===== config.mk =====
export PLATFORM = sky130hd
export DESIGN_NAME = register_file_sb
export DESIGN_NICKNAME = d
export VERILOG_FILES = /design/src/rtl/regfile_pkg.sv /design/src/rtl/reg_scoreboard.sv /design/src/rtl/register_file_sb.sv
export SDC_FILE = /design/constraint.sdc
export NUM_CORES = 2
export LEC_CHECK = 0
export BUFFER_PORTS_ARGS = -buffer_cell sky130_fd_sc_hd__buf_2
export CAP_MARGIN = 20
export CORE_MARGIN = 4
export CORE_UTILIZATION = 45
export CTS_CLUSTER_DIAMETER = 60
export DETAILED_ROUTE_END_ITERATION = 6
export GPL_ROUTABILITY_DRIVEN = 0
export GPL_TIMING_DRIVEN = 0
export PLACE_DENSITY = 0.62
export SKIP_LAST_GASP = 1
export SLEW_MARGIN = 25
export SYNTH_ARGS = -nofsm -noshare
export SYNTH_HDL_FRONTEND = slang
export SYNTH_SLANG_ARGS = --single-unit

===== constraint.sdc =====
create_clock -name clk -period 7.87 [get_ports clk]
set_input_delay 0.787 -clock clk [delete_from_list [all_inputs] [get_ports clk]]
set_output_delay 0.787 -clock clk [all_outputs]
set_load 0.02 [all_outputs]

===== src/rtl/regfile_pkg.sv =====
// Shared definitions for the scoreboarded register file: default sizes,
// ABI register indices and the 5-bit architectural register address type.
package regfile_pkg;

   localparam int XLEN_DEF  = 32;
   localparam int NREGS_DEF = 32;

   localparam int REG_ZERO = 0;
   localparam int REG_RA   = 1;
   localparam int REG_SP   = 2;
   localparam int REG_GP   = 3;
   localparam int REG_TP   = 4;
   localparam int REG_A0   = 10;

   typedef logic [4:0] reg_addr_t;

endpackage


===== src/rtl/reg_scoreboard.sv =====
// Per-register busy bits: issue sets, writeback clears, flush clears all.
// Register 0 can never be marked busy.
module reg_scoreboard
   import regfile_pkg::*;
#(
   parameter int  NREGS = NREGS_DEF,
   localparam int AW    = $clog2(NREGS)
) (
   input  logic             clk,
   input  logic             reset_n,
   input  logic             clr_en,
   input  logic [AW-1:0]    clr_addr,
   input  logic             iss_valid,
   input  logic [AW-1:0]    iss_rd,
   input  logic             flush,
   output logic             iss_ready,
   output logic [NREGS-1:0] busy_vec
);

   logic [NREGS-1:0] r_busy;
   logic [NREGS-1:0] w_set;
   logic [NREGS-1:0] w_clr;
   logic [NREGS-1:0] w_busy_nxt;

   // A claim on an already-busy destination is refused to block WAW hazards.
   assign iss_ready = !flush && ((iss_rd == '0) || !r_busy[iss_rd]);
   assign busy_vec  = r_busy;

   always_comb begin
      w_set = '0;
      w_clr = '0;
      if (iss_valid && iss_ready && (iss_rd != '0))
         w_set[iss_rd] = 1'b1;
      if (clr_en && (clr_addr != '0))
         w_clr[clr_addr] = 1'b1;
      // Set is applied after clear so a same-cycle claim keeps the bit busy.
      w_busy_nxt    = flush ? '0 : (w_set | (r_busy & ~w_clr));
      w_busy_nxt[0] = 1'b0;
   end

   always_ff @(posedge clk) begin
      if (!reset_n)
         r_busy <= '0;
      else
         r_busy <= w_busy_nxt;
   end

endmodule


===== src/rtl/register_file_sb.sv =====
// Register file with NUM_RD combinational read ports, one write port and a
// busy scoreboard. Define REGFILE_BYPASS_EN for same-cycle write-to-read forwarding.
module register_file_sb
   import regfile_pkg::*;
#(
   parameter int  XLEN   = XLEN_DEF,
   parameter int  NREGS  = NREGS_DEF,
   parameter int  NUM_RD = 2,
   localparam int AW     = $clog2(NREGS)
) (
   input  logic                   clk,
   input  logic                   reset_n,
   input  logic [NUM_RD*AW-1:0]   rd_addr,
   output logic [NUM_RD*XLEN-1:0] rd_data,
   output logic [NUM_RD-1:0]      rd_busy,
   input  logic                   reg_wren,
   input  logic [AW-1:0]          write_address,
   input  logic [XLEN-1:0]        write_data,
   input  logic                   iss_valid,
   input  logic [AW-1:0]          iss_rd,
   output logic                   iss_ready,
   input  logic                   flush,
   output logic [NREGS-1:0]       busy_vec
);

   logic [XLEN-1:0]  r_regs [NREGS];
   logic             w_wr_en;
   logic             w_iss_ready;
   logic [NREGS-1:0] w_busy_vec;

   assign w_wr_en   = reg_wren && (write_address != '0);
   assign iss_ready = w_iss_ready;
   assign busy_vec  = w_busy_vec;

   always_ff @(posedge clk) begin
      if (!reset_n) begin
         for (int k = 0; k < NREGS; k++)
            r_regs[k] <= '0;
      end else if (w_wr_en) begin
         r_regs[write_address] <= write_data;
      end
   end

   reg_scoreboard #(
      .NREGS (NREGS)
   ) u_sb (
      .clk       (clk),
      .reset_n   (reset_n),
      .clr_en    (w_wr_en),
      .clr_addr  (write_address),
      .iss_valid (iss_valid),
      .iss_rd    (iss_rd),
      .flush     (flush),
      .iss_ready (w_iss_ready),
      .busy_vec  (w_busy_vec)
   );

   for (genvar gi = 0; gi < NUM_RD; gi++) begin : g_rd
      logic [AW-1:0] w_addr;
      assign w_addr = rd_addr[gi*AW +: AW];
`ifdef REGFILE_BYPASS_EN
      logic w_hit;
      logic w_claim;
      assign w_hit   = w_wr_en && (w_addr == write_address);
      // A forwarded register stays busy only if it is re-claimed this cycle.
      assign w_claim = iss_valid && w_iss_ready && (iss_rd == w_addr);
      assign rd_data[gi*XLEN +: XLEN] = (w_addr == '0) ? '0 :
                                        w_hit ? write_data : r_regs[w_addr];
      assign rd_busy[gi] = w_hit ? w_claim : w_busy_vec[w_addr];
`else
      assign rd_data[gi*XLEN +: XLEN] = (w_addr == '0) ? '0 : r_regs[w_addr];
      assign rd_busy[gi] = w_busy_vec[w_addr];
`endif
   end

endmodule


Word level (Yosys, flattened, before mapping)
Memories as Yosys holds them, arrays and structs flattened.
Index checks and enable logic that the tools add are counted.
- register bits: 32
- memory bits (writable): 1024
- input bits: 57
- output and inout port bits: 99
- word-level logic and storage cells: 51
- memories kept: 1
- memories (name ; depth ; width ; read ports ; clocked after memory_dff ; write ports ; line ; RTL):
    r_regs ; 32 ; 32 ; 2 ; 0 ; 32 ; register_file_sb.sv:26 ; logic [XLEN-1:0] r_regs [NREGS];
- $lt $le $gt $ge: 6
- muxes and demuxes: 21
- bitwise gates (word level): 4
- reductions and logical operators: 17
- operator list (kind ; count):
    32-bit 2-to-1 mux ; 5
    32-bit bitwise AND ; 1
    32-bit inverter ; 1
    32-bit OR ; 1
    32-bit OR reduction ; 1
    5-bit by 6-bit less-than comparator with 1-bit output (second input constant) ; 4
    1-bit binary-select mux with 5-bit select ; 3
    5-bit zero test ; 3
    1-bit demux with 5-bit select ; 2
    5-bit by 1-bit >= comparator with 1-bit output (second input constant) ; 2
    1-bit 2-to-1 mux ; 10
    5-bit nonzero test ; 2
    1-bit logical AND ; 7
    5-bit 2-to-1 mux ; 1
    1-bit zero test ; 2
    2-bit OR reduction ; 1
    1-bit logical OR ; 1
    1-bit inverter ; 1

Logic depth before layout (Yosys ltp)
- depth in word-level cells: 9
- depth in mapped cells: 9
- mapped depth without buffers: 5

By module
A second synthesis with hierarchy kept.
- cells, all modules: 3849
- area, all modules: 56634.3 um^2
- modules (own cells, without submodules) (module ; times used ; cells an instance ; area each (um^2)):
    register_file_sb ; 1 ; 3661 ; 54915.2
    reg_scoreboard ; 1 ; 188 ; 1719.1

Worst setup path before layout
OpenSTA, ideal clock, no wires.
- kind: input to register
- from: input port write_address[4]
- to: memory r_regs[4][0] (netlist name), enable pin
- setup time: 0.466 ns
- data arrival time: 3.696 ns
- data required time: 7.404 ns
- path slack: 3.708 ns
- stages on the path: 3
- path buffers: 1
- cells stage by stage: or3b_2 > clkbuf_1 > o21ai_0
- RTL lines (what ; line ; RTL):
    from (decl) ; register_file_sb.sv:17 ; input logic [AW-1:0] write_address,
    to (decl) ; register_file_sb.sv:26 ;

Worst setup path in the final report
- from: input port rd_addr[2]
- to: output port rd_data[16]
- longest elaborated chain between the ends: 2
- elaborated cells between the ends (all ways): 3
- RTL lines (what ; line ; RTL):
    from (decl) ; register_file_sb.sv:13 ; input logic [NUM_RD*AW-1:0] rd_addr,
    memory read 32 x 32 bit / 5-bit zero test (equally long branches) ; -- ;
    32-bit 2-to-1 mux (*) ; register_file_sb.sv:71 ; assign rd_data[gi*XLEN +: XLEN] = (w_addr == '0) ? '0 : r_regs[w_addr];
    to (decl) ; register_file_sb.sv:14 ; output logic [NUM_RD*XLEN-1:0] rd_data,
Every way passes the cells marked *; elsewhere a longest branch is shown, timed or not.

==> impl_metrics.tcl <==
set metrics [dict create \
    grt_pass1_vias 37381 \
    dieArea_um2 131000 \
    initial_core_util_pct 45.5 \
    antenna_left 0 \
    die_x_um 362 \
    met1Wirelength_um 80200 \
    synth.most_common_cell "edfxtp_1" \
    ys_top_cells_by_count "edfxtp_1 (1024), and2_1 (996), mux4_2 (531)" \
    pre_cts_ws_ns 2.67 \
    hold_ws_ns 0.421 \
    setup-violations-final 0 \
    routed_wl_um 214000 \
    wl_met3_um 28300 \
    drt_pass1_iterations 6 \
    drc 0 \
    hold_viol_final 0 \
    yosys-top-cells-area "edfxtp_1 (54%), mux4_2 (21%), and2_1 (11%), mux2_2 (2.5%), clkbuf_1 (2.1%)" \
    vias 37834 \
    worstSetupPathType "input port to primary output" \
    drv_cap 0 \
    fin_ws_ns 2.26 \
    io_pins 156 \
    finalCritPeriodShare_pct 71.3 \
    endpoint_kind "primary output" \
    syn_to_final_growth_pct 13.0 \
    slew_headroom_pct 18.0 \
    final_net_count 4052 \
    grt_max_degree 33 \
    port_buffers 140 \
    cp-start-kind "input port" \
    ys_seq_elements 1055 \
    cts_sinks 1055 \
    antenna_found_initial 11 \
    worst_slew_pin_slew_ns 1.22 \
    ctsResizeCount 0 \
    post_cts_buffers 0 \
    dp_hpwl_um 149000 \
    crit_chain "buf_2 > clkbuf_1 > nor2b_1 > clkbuf_1 > a221oi_1 > a21oi_1 > buf_2" \
    cts_inserted_buffers 115 \
    die_y_um 362 \
    p_int_mw 10.4 \
    cts_tree "done" \
    synth_cell_types 46 \
    cp_slowest_cell "a21oi_1" \
    grt_pass1_wl_um 293000 \
    rrSetupSlack_ns 5.54 \
    place_area_um2 60000 \
    wl_per_cell_um 37.4 \
    yosysTopAreaCell "edfxtp_1" \
    finalSetupTns_ns 0 \
    multi_input_area_um2 23800 \
    seq_area_frac_synth_pct 55.5 \
    dr.max_layer_used "met5" \
    slew_violations 0 \
    cts_hold_buf 0 \
    async_reset_ff_share_pct 0 \
    regArea_um2 31400 \
    dr.first_iter.drc_count 6039 \
    synth_ff_type "edfxtp_1" \
    n_fill_cell 10410 \
    core_area_um2 124000 \
    core.rowCount 129 \
    crit_fanout 10 \
    yosys_warnings 0 \
    finalInstanceArea_um2 63900 \
    syn_avg_cell_area_um2 15.3 \
    grt_usage_pct 32.2 \
    clock_latency_ns 0.70 \
    clockBufferDepth 3 \
    switching_share_pct 26.1 \
    p_leak_nw 21.9 \
    ir_worst_vdd_mv 0.187 \
    cts-root-buf "clkbuf_16" \
    combPwrFrac_pct 13.5 \
    drive_gt1_share_pct 27.7 \
    syn_area_um2 56500 \
    rsz0062_at_grt "false" \
    syn_inst 3690 \
    p_clk_share_pct 39.4 \
    htreeDepth 3 \
    viasPerCell 6.60 \
    critPathRequiredTime_ns 7.08 \
    cpPeakStageDelay_ns 0.85 \
    pwr-share-seq_pct 47.1 \
    final_core_util_pct 51.4 \
    skew_ns 0.00430 \
    fmax_mhz 178 \
    grt.overflow.total 0 \
    period_needed_ns 5.61 \
    crit_arrival_ns 4.83 \
    powerDensity_nw_per_um2 221 \
    worstHoldPathType "input port to flip-flop" \
    status "complete, no violations" \
    path_clk_slew_ns 0.06 \
    p_switching_mw 3.68 \
    synth_edf_count 1024 \
    wl_met2_um 93500 \
    synth_top_area_share_pct 54.4 \
]
==> flip-flops by register name, summed over array words and instances, names as in the netlist <==
signal         count
u_sb.busy_vec     31
r_regs          1024
==> kinds of logic (layout without fill, tap and decap cells) <==
logic type | count (synthesis) | count (layout) | share of synthesized area (%)
AO/OA/AOI/OAI | 242 | 242 | 3.27
buffers and inverters | 408 | 781 | 3.09
flip-flops | 1055 | 1055 | 55.5
multiplexers | 743 | 743 | 25.2
other | 1 | 37 | 0.00663
AND/OR/NAND/NOR | 1241 | 1241 | 12.9
==> worst max-delay path, delay by kind of cell <==
family	cells	cell delay, ns
buffers and inverters	4	2.06
AO/OA/AOI/OAI	2	1.19
AND/OR/NAND/NOR	1	0.76
==> per-stage QoR <==
step / power, mW / instances
6_report: 14.1 / 5736
5_1_grt: 14.4 / 5733
4_1_cts: 14.0 / 5732
3_5_place_dp: 8.60 / 5515
3_3_place_gp: 8.56 / 5499
2_1_floorplan: 7.79 / 3722
==> power groups by stage <==
stage                     registers [mW]  clock network (mW)  logic (mW)
after floorplan                     6.67                   0        1.11
after global placement              6.75                   0        1.81
after detailed placement            6.74                   0        1.86
after CTS                           6.62                5.55        1.86
after global routing                6.66                5.78        1.94
final                               6.63                5.56        1.90
==> layout make-up <==
cell class / instances / share of cell area [%]
clock inverters: 71 / 1.05
plain buffers: 406 / 2.77
clock buffers: 146 / 4.88
repair buffers: 156 / 1.69
diodes: 4 / 0.0157
well taps: 1637 / 3.21
multi-input cells: 2259 / 37.2
flip-flops and latches: 1055 / 49.1
inverters: 2 / 0.0157
==> cell usage in the layout (no fill, tap or decap), types with 4 or more instances in the layout <==
master,instances
o21ai_0,8
buf_12,8
a221oi_1,66
clkbuf_16,119
buf_2,204
mux2i_1,87
nor2_1,109
and2_1,996
nand2_1,45
clkinvlp_4,4
mux2_2,125
and3_1,9
buf_6,10
conb_1,33
dfxtp_1,31
edfxtp_1,1024
mux4_2,531
clkinv_2,28
a32o_1,28
nor2b_1,8
bufinv_16,13
a21oi_1,69
buf_16,8
diode_2,4
nand2b_1,5
nand2_4,29
clkbuf_8,4
o221ai_1,59
nand3b_1,4
buf_4,17
clkbuf_2,22
clkbuf_1,311
buf_1,5
nand3_1,8
nor3_1,8
clkinv_1,23
==> worst paths after layout <==
check	startpoint	end	cells after the start
worst max register to register	u_sb.busy_vec[2]	u_sb.busy_vec[1]	5
worst min-delay path	write_data[14]	r_regs[5][14]	2
worst min register to register	u_sb.busy_vec[22]	u_sb.busy_vec[22]	1
worst max-delay path	rd_addr[2]	rd_data[16]	7
==> routing by layer <==
metal  vias to the layer above  track usage, %
met3                       544            11.2
met5                         -            1.16
met1                     19457            43.0
met2                      2904            47.9
li1                      14911               -
met4                        18            14.6
No activity file was read; power rests on OpenSTA's default activity.
